===== src/rtl/cpu_types_pkg.sv =====
// Types shared across the CPU memory path: the RAM handshake status and the machine word.
package cpu_types_pkg;

  typedef logic [31:0] word_t;

  typedef enum logic [1:0] {
    FREE   = 2'd0,
    BUSY   = 2'd1,
    ACCESS = 2'd2,
    ERROR  = 2'd3
  } ramstate_t;

endpackage


===== src/rtl/mem_arbiter.sv =====
// Arbitrates one RAM port between icache and dcache. Data normally wins, but an
// instruction fetch is forced through after STARVE_MAX back-to-back data grants.
module mem_arbiter
  import cpu_types_pkg::*;
#(
  parameter int unsigned STARVE_MAX = 4
) (
  input  logic      CLK,
  input  logic      RST,
  input  logic      iREN,
  input  word_t     iaddr,
  input  logic      dREN,
  input  logic      dWEN,
  input  word_t     daddr,
  input  word_t     dstore,
  output logic      iwait,
  output logic      dwait,
  output word_t     iload,
  output word_t     dload,
  output logic      ramREN,
  output logic      ramWEN,
  output word_t     ramaddr,
  output word_t     ramstore,
  input  word_t     ramload,
  input  ramstate_t ramstate,
  output logic      ramerr
);

  typedef enum logic [1:0] {
    IDLE   = 2'd0,
    DGRANT = 2'd1,
    IGRANT = 2'd2
  } state_t;

  localparam logic [3:0] STARVE_LIM = 4'(STARVE_MAX);

  state_t     state_q, state_d;
  logic [3:0] starve_cnt_q, starve_cnt_d;
  logic       ramerr_q, ramerr_d;
  logic       d_req;

  assign d_req  = dREN | dWEN;
  assign ramerr = ramerr_q;

  always_ff @(posedge CLK or posedge RST) begin
    if (RST) begin
      state_q      <= IDLE;
      starve_cnt_q <= 4'd0;
      ramerr_q     <= 1'b0;
    end else begin
      state_q      <= state_d;
      starve_cnt_q <= starve_cnt_d;
      ramerr_q     <= ramerr_d;
    end
  end

  always_comb begin
    state_d      = state_q;
    starve_cnt_d = starve_cnt_q;
    ramerr_d     = ramerr_q | ((state_q != IDLE) && (ramstate == ERROR));
    case (state_q)
      IDLE: begin
        if (iREN && (starve_cnt_q == STARVE_LIM)) begin
          state_d      = IGRANT;
          starve_cnt_d = 4'd0;
        end else if (d_req) begin
          state_d = DGRANT;
          // Only count data grants that actually make a fetch wait.
          if (!iREN) begin
            starve_cnt_d = 4'd0;
          end else if (starve_cnt_q < STARVE_LIM) begin
            starve_cnt_d = starve_cnt_q + 4'd1;
          end
        end else if (iREN) begin
          state_d      = IGRANT;
          starve_cnt_d = 4'd0;
        end else begin
          starve_cnt_d = 4'd0;
        end
      end
      DGRANT: begin
        if (!d_req || (ramstate == ACCESS)) begin
          state_d = IDLE;
        end
      end
      IGRANT: begin
        if (!iREN || (ramstate == ACCESS)) begin
          state_d = IDLE;
        end
      end
      default: state_d = IDLE;
    endcase
  end

  // Strobes follow the live request lines, so an abort cycle drives no strobe.
  always_comb begin
    ramREN   = 1'b0;
    ramWEN   = 1'b0;
    ramaddr  = '0;
    ramstore = '0;
    iload    = '0;
    dload    = '0;
    iwait    = iREN;
    dwait    = d_req;
    case (state_q)
      DGRANT: begin
        ramaddr  = daddr;
        ramstore = dstore;
        ramWEN   = dWEN;
        ramREN   = dREN & ~dWEN;
        if (d_req && (ramstate == ACCESS)) begin
          dwait = 1'b0;
          dload = ramload;
        end
      end
      IGRANT: begin
        ramaddr = iaddr;
        ramREN  = iREN;
        if (iREN && (ramstate == ACCESS)) begin
          iwait = 1'b0;
          iload = ramload;
        end
      end
      default: ;
    endcase
  end

endmodule


===== config.mk =====
export PLATFORM = sky130hd
export DESIGN_NAME = mem_arbiter
export DESIGN_NICKNAME = d
export VERILOG_FILES = /design/src/rtl/cpu_types_pkg.sv /design/src/rtl/mem_arbiter.sv
export SDC_FILE = /design/constraint.sdc
export NUM_CORES = 1
export LEC_CHECK = 0
export BUFFER_PORTS_ARGS = -buffer_cell sky130_fd_sc_hd__buf_4
export CAP_MARGIN = 30
export CORE_AREA = 2 2 104 106
export CTS_CLUSTER_SIZE = 14
export DETAILED_ROUTE_END_ITERATION = 8
export DIE_AREA = 0 0 106 108
export HOLD_SLACK_MARGIN = 0.1
export MAX_ROUTING_LAYER = met4
export PLACE_DENSITY = 0.48
export SLEW_MARGIN = 10
export SYNTH_ARGS = -nofsm -noshare
export SYNTH_HDL_FRONTEND = slang
export SYNTH_SLANG_ARGS = --single-unit

===== constraint.sdc =====
create_clock -name CLK -period 3.76 [get_ports CLK]
set_clock_uncertainty 0.05 [all_clocks]
set_input_delay 0.376 -clock CLK [delete_from_list [all_inputs] [get_ports CLK]]
set_output_delay 0.376 -clock CLK [all_outputs]
set_load 0.05 [all_outputs]

* Yosys cells after proc, flatten, opt, wreduce, memory -nomap -nowiden
Index checks and enable logic that the tools add are counted.
** Cells by class
- Add/sub/neg operators :: 1
- Magnitude comparators :: 1
- Equality and inequality tests :: 9
- Muxes and demuxes :: 22
- Bitwise operators :: 4
- Reductions and logical operators :: 12
** Operator list (number)
- $mux 32 :: 5
- $pmux 32 s2 :: 1
- $mux 4 :: 4
- $mux 2 :: 5
- $eq 2x2->1 const B :: 3
- $pmux 2 s3 :: 1
- $mux 1 :: 5
- $add 4x1->4 const B :: 1
- $eq 4x3->1 const B :: 1
- $logic_and 1x1->1 :: 4
- $lt 4x3->1 const B :: 1
- $ne 2x2->1 const B :: 2
- $ne 4x2->1 const B :: 1
- $ne 4x4->1 const B :: 1
- $reduce_and 3->1 :: 1
- $eq 2x1->1 const B :: 1
- $logic_not 1->1 :: 2
- $logic_not 2->1 :: 1
- $logic_or 1x1->1 :: 2
- $or 1x1->1 :: 2
- $pmux 1 s2 :: 1
- $reduce_and 2->1 :: 1
- $reduce_bool 2->1 :: 1
- $and 1x1->1 :: 1
- $not 1->1 :: 1
** Word-level totals
- Register bits :: 7
- Bits of input ports :: 135
- Output and inout bits :: 133
- Word-level logic and storage cells :: 52

* Longest topological paths before layout
- Word-level depth :: 5
- Mapped depth :: 7
- Mapped depth without buffers :: 6

* Worst setup path after synthesis
OpenSTA, ideal clock, no wires.
- Path kind :: register to output
- Start point :: reg state_q[0]
- End point :: out iwait
- Arrival time :: 1997 ps
- Required time :: 3334 ps
- Setup slack :: 1337 ps
- Cell stages (with the launch flop) :: 6
- Path buffers :: 2
- Cell sequence :: dfrtp_1 -> inv_1 -> ha_1 -> buf_2 -> buf_2 -> a21boi_0
** Between the ends
- Longest elaborated chain between the ends :: 2
** Ends and longest elaborated chain
- start: declaration :: RTL line mem_arbiter.sv:37 : state_t state_q, state_d;
- start signal: assignment :: RTL line mem_arbiter.sv:51 : state_q <= state_d;
- $eq 2x2->1 :: RTL line mem_arbiter.sv:105 : case (state_q)
- $mux 1 :: RTL line mem_arbiter.sv:105
- end: declaration :: RTL line mem_arbiter.sv:16 : output logic iwait,
No other way between the ends.

* Worst setup path in the final report
- Start point :: reg state_q[1]
- End point :: out ramaddr[2]
** Between the ends
- Longest elaborated chain between the ends :: 2
- Elaborated cells on any way between the ends :: 3
- Classes of those cells :: eq/ne: 2; mux: 1
** Ends and longest elaborated chain
- $eq 2x2->1 / $eq 2x1->1 (equally long branches) :: RTL line mem_arbiter.sv:105
- $pmux 32 s2 * :: RTL line mem_arbiter.sv:105
- end: declaration :: RTL line mem_arbiter.sv:22 : output word_t ramaddr,
Every way passes the cells marked *; elsewhere a longest branch is shown, timed or not.

==> run metrics <==
critical path required time roughly 3.3 ns; Int Power 0.905 mW; area leader, netlist and2_1; HPWL Detailed 7470 um; MaxCap Viol Count 0; period utilisation layout 0.675; Bufs on Longest Clock Path 2; Layout Area Growth over Synthesis 125%; Tot Pwr 2.45 mW; commonest non-fill, non-tap cell in the layout buf_4; RSZ-0062 raised after global routing no; synthesized instance count 236; final WL approximately 8900 um; Buffers & Inverters on Critical Path 3; Mapped Nets roughly 380; Die ar. 11,400 um^2; Synth Cell Area 1700 um^2; Worst-path clk slew roughly 0.04 ns; layout cells sized above 1 0.575; Multi-input gate area 1360 um^2; CP top delay family buffers and inverters; Worst slew margin 0.468; vias 2,576; setup TNS 0 ns; VDD IR max between 0.2 and 0.3 mV; endpoints failing setup 0; I/O Buffers 267; global route total overflow 0; Post-CTS Resized 0; Hold Vio Cnt, Final 0; Num CTS Buffers 3; power share of the sequential group 0.044; Storage cell area 175 um^2; CP max FO between 40 and 50; Hold Path Class input port to flop; Hold WS 0.373 ns; total core area 10,200 um^2; commonest cells after routing, fill and taps aside buf_4 (270), and2_1 (98), a22oi_1 (32), nor2b_1 (32), dfrtp_1 (7); number of antenna violations at the first check in global routing 0; Seq cells post-synth 7; Initial Util 0.166; most frequent CP cell buf_4; Detailed Route Iter0 Violations 122; gr usage total 0.142; post-route insts no fill 625; DRC viols 0; Peak Freq 0.394 GHz; Final Slew Violations 0; # fillers 1,073; Least-Margin Pin Slew 0.799 ns; utilization after layout 0.373; share of the synthesized area in the top cell type 0.361; Syn. warnings 0; Slowest cell on crit path ha_2; Antenna Nets Post-Route 0; Vias/cell 4.12; final antenna diode count 0; row count 37; switching share of power 0.631; critical path class flop to output port; Critical Path End Type output port; vias in the first global route 2,415; first-pass GRT wire length 12,500 um; CP max stage delay 0.49 ns; die span in y 108 um; Lkg Pwr 2.02 nW; TritonCTS clock tree yes; CP cell instances inv_1 > ha_2 > buf_4 > a22oi_1 > nor2b_1 > buf_4; worst-skew pair later-pin latency around 0.22 ns; boundary pin count 268; # clock sinks 7; library cells used by synthesis 34; pwr/cell area 644 nW/um^2; wire per inst 14.2 um; syn avg cell area 7.19 um^2; H-tree depth 1; routability cong. 0.789; placed insts 620; register area share after synthesis 0.103; Clock Tree Root clkbuf_8; largest cells by area after synthesis and2_1 (36%), a22oi_1 (14%), nor2b_1 (12%); largest net degree at the start of global routing 46; DRT Pass-1 Iters 4; Die Span X around 110 um; Clk pwr share 0.041; critical path data arrival time 2.11 ns; minimum clock period 2.54 ns; fin nets 630; startpoint types flop; part of the power in combinational logic 0.915; status finished, final reports clean; P_sw 1.55 mW
-- metal layers --
layer | share of wire | GRT usage | up-vias
li1 | - | - | 1281
met1 | 0.35 | 0.138 | 1148
met2 | 0.55 | 0.285 | 141
met3 | 0.090 | 0.0344 | 6
met4 | 0.0079 | 0.0244 | 0
met5 | 0 | - | -
-- worst reg2reg max path: cells and delay by family (launching register included) --
family                     cells  cell delay (ns)
AOI/OAI and AO/OA              1             0.24
buffers and inverters          1             0.10
muxes                          1             0.21
and+or+nand+nor                1             0.12
adders and majority gates      1             0.49
DFF                            1             0.37
-- through the flow --
step	setup WS, ns	cell area (um^2)
floorplan	1.34	1700
global placement	1.49	3760
detailed placement	1.45	3760
CTS	1.21	3810
global route	1.03	3810
finish	1.22	3810
-- repair_timing --
action	in CTS	in global routing
endpoints found under the hold margin	7	0
hold buffers	1	0
buffers inserted	0	0
-- registers in the layout, summed over array words and instances, names as in the netlist --
name          flops
starve_cnt_q      4
ramerr            1
state_q           2
-- logic make-up (layout without fill, tap and decap cells) --
logic type	Yosys count	in the layout	share of synthesized area
simple gates	147	147	0.551
flops	7	7	0.103
mux	2	2	0.0118
fa+ha+maj	5	5	0.0369
compound gates	47	47	0.201
buf+inv	28	281	0.0959
-- power by group through the flow --
| stage | Combinational (mW) | Clock (mW) | Sequential [mW] |
|---|---|---|---|
| after CTS | 2.26 | 0.106 | 0.107 |
| after detailed placement | 2.26 | 0 | 0.108 |
| after global placement | 2.25 | 0 | 0.108 |
| after floorplan | 1.62 | 0 | 0.106 |
| after global routing | 2.37 | 0.110 | 0.110 |
| final | 2.24 | 0.101 | 0.108 |
-- cell type report --
type,instances,area share
Clock buffer,4,0.0118
Tap cell,136,0.0446
Timing Repair Buffer,271,0.534
Inverter,6,0.00591
Multi-Input combinational cell,201,0.357
Sequential cell,7,0.0460
-- Yosys cell counts --
| library cell | count |
|---|---|
| nand2_1 | 6 |
| a31oi_1 | 1 |
| ha_1 | 5 |
| nand3b_1 | 1 |
| a41oi_1 | 1 |
| nor2_4 | 1 |
| a22oi_1 | 32 |
| nand2_4 | 1 |
| a21oi_1 | 5 |
| and2_1 | 98 |
| and2b_4 | 1 |
| clkbuf_1 | 7 |
| or2_1 | 1 |
| nand2b_1 | 1 |
| o21ai_1 | 1 |
| buf_6 | 1 |
| o21ai_0 | 1 |
| dfrtp_1 | 7 |
| buf_8 | 3 |
| nand2b_2 | 1 |
| nor2_1 | 1 |
| a31o_1 | 1 |
| buf_4 | 1 |
| a21boi_0 | 1 |
| buf_2 | 10 |
| nor2_2 | 1 |
| o21bai_1 | 1 |
| nor3b_1 | 1 |
| o22ai_1 | 2 |
| inv_1 | 6 |
| mux2i_1 | 2 |
| nor2_8 | 1 |
| o221ai_2 | 1 |
| nor2b_1 | 32 |
-- path summary, 6_finish.rpt --
kind	from	cells after the start	slack, ns	to
hold reg to reg	ramerr$_DFF_PP0_	1	0.43	ramerr$_DFF_PP0_
hold / removal	ramstate[0]	3	0.37	ramerr$_DFF_PP0_
setup / recovery	state_q[1]$_DFFE_PP0P_	6	1.22	ramaddr[2]
setup reg to reg	state_q[1]$_DFFE_PP0P_	5	2.10	state_q[1]$_DFFE_PP0P_
max in group asynchronous	RST	3	2.85	state_q[1]$_DFFE_PP0P_
min in group asynchronous	RST	3	0.59	starve_cnt_q[0]$_DFFE_PP0P_
Power figures use the tool's default switching activity.
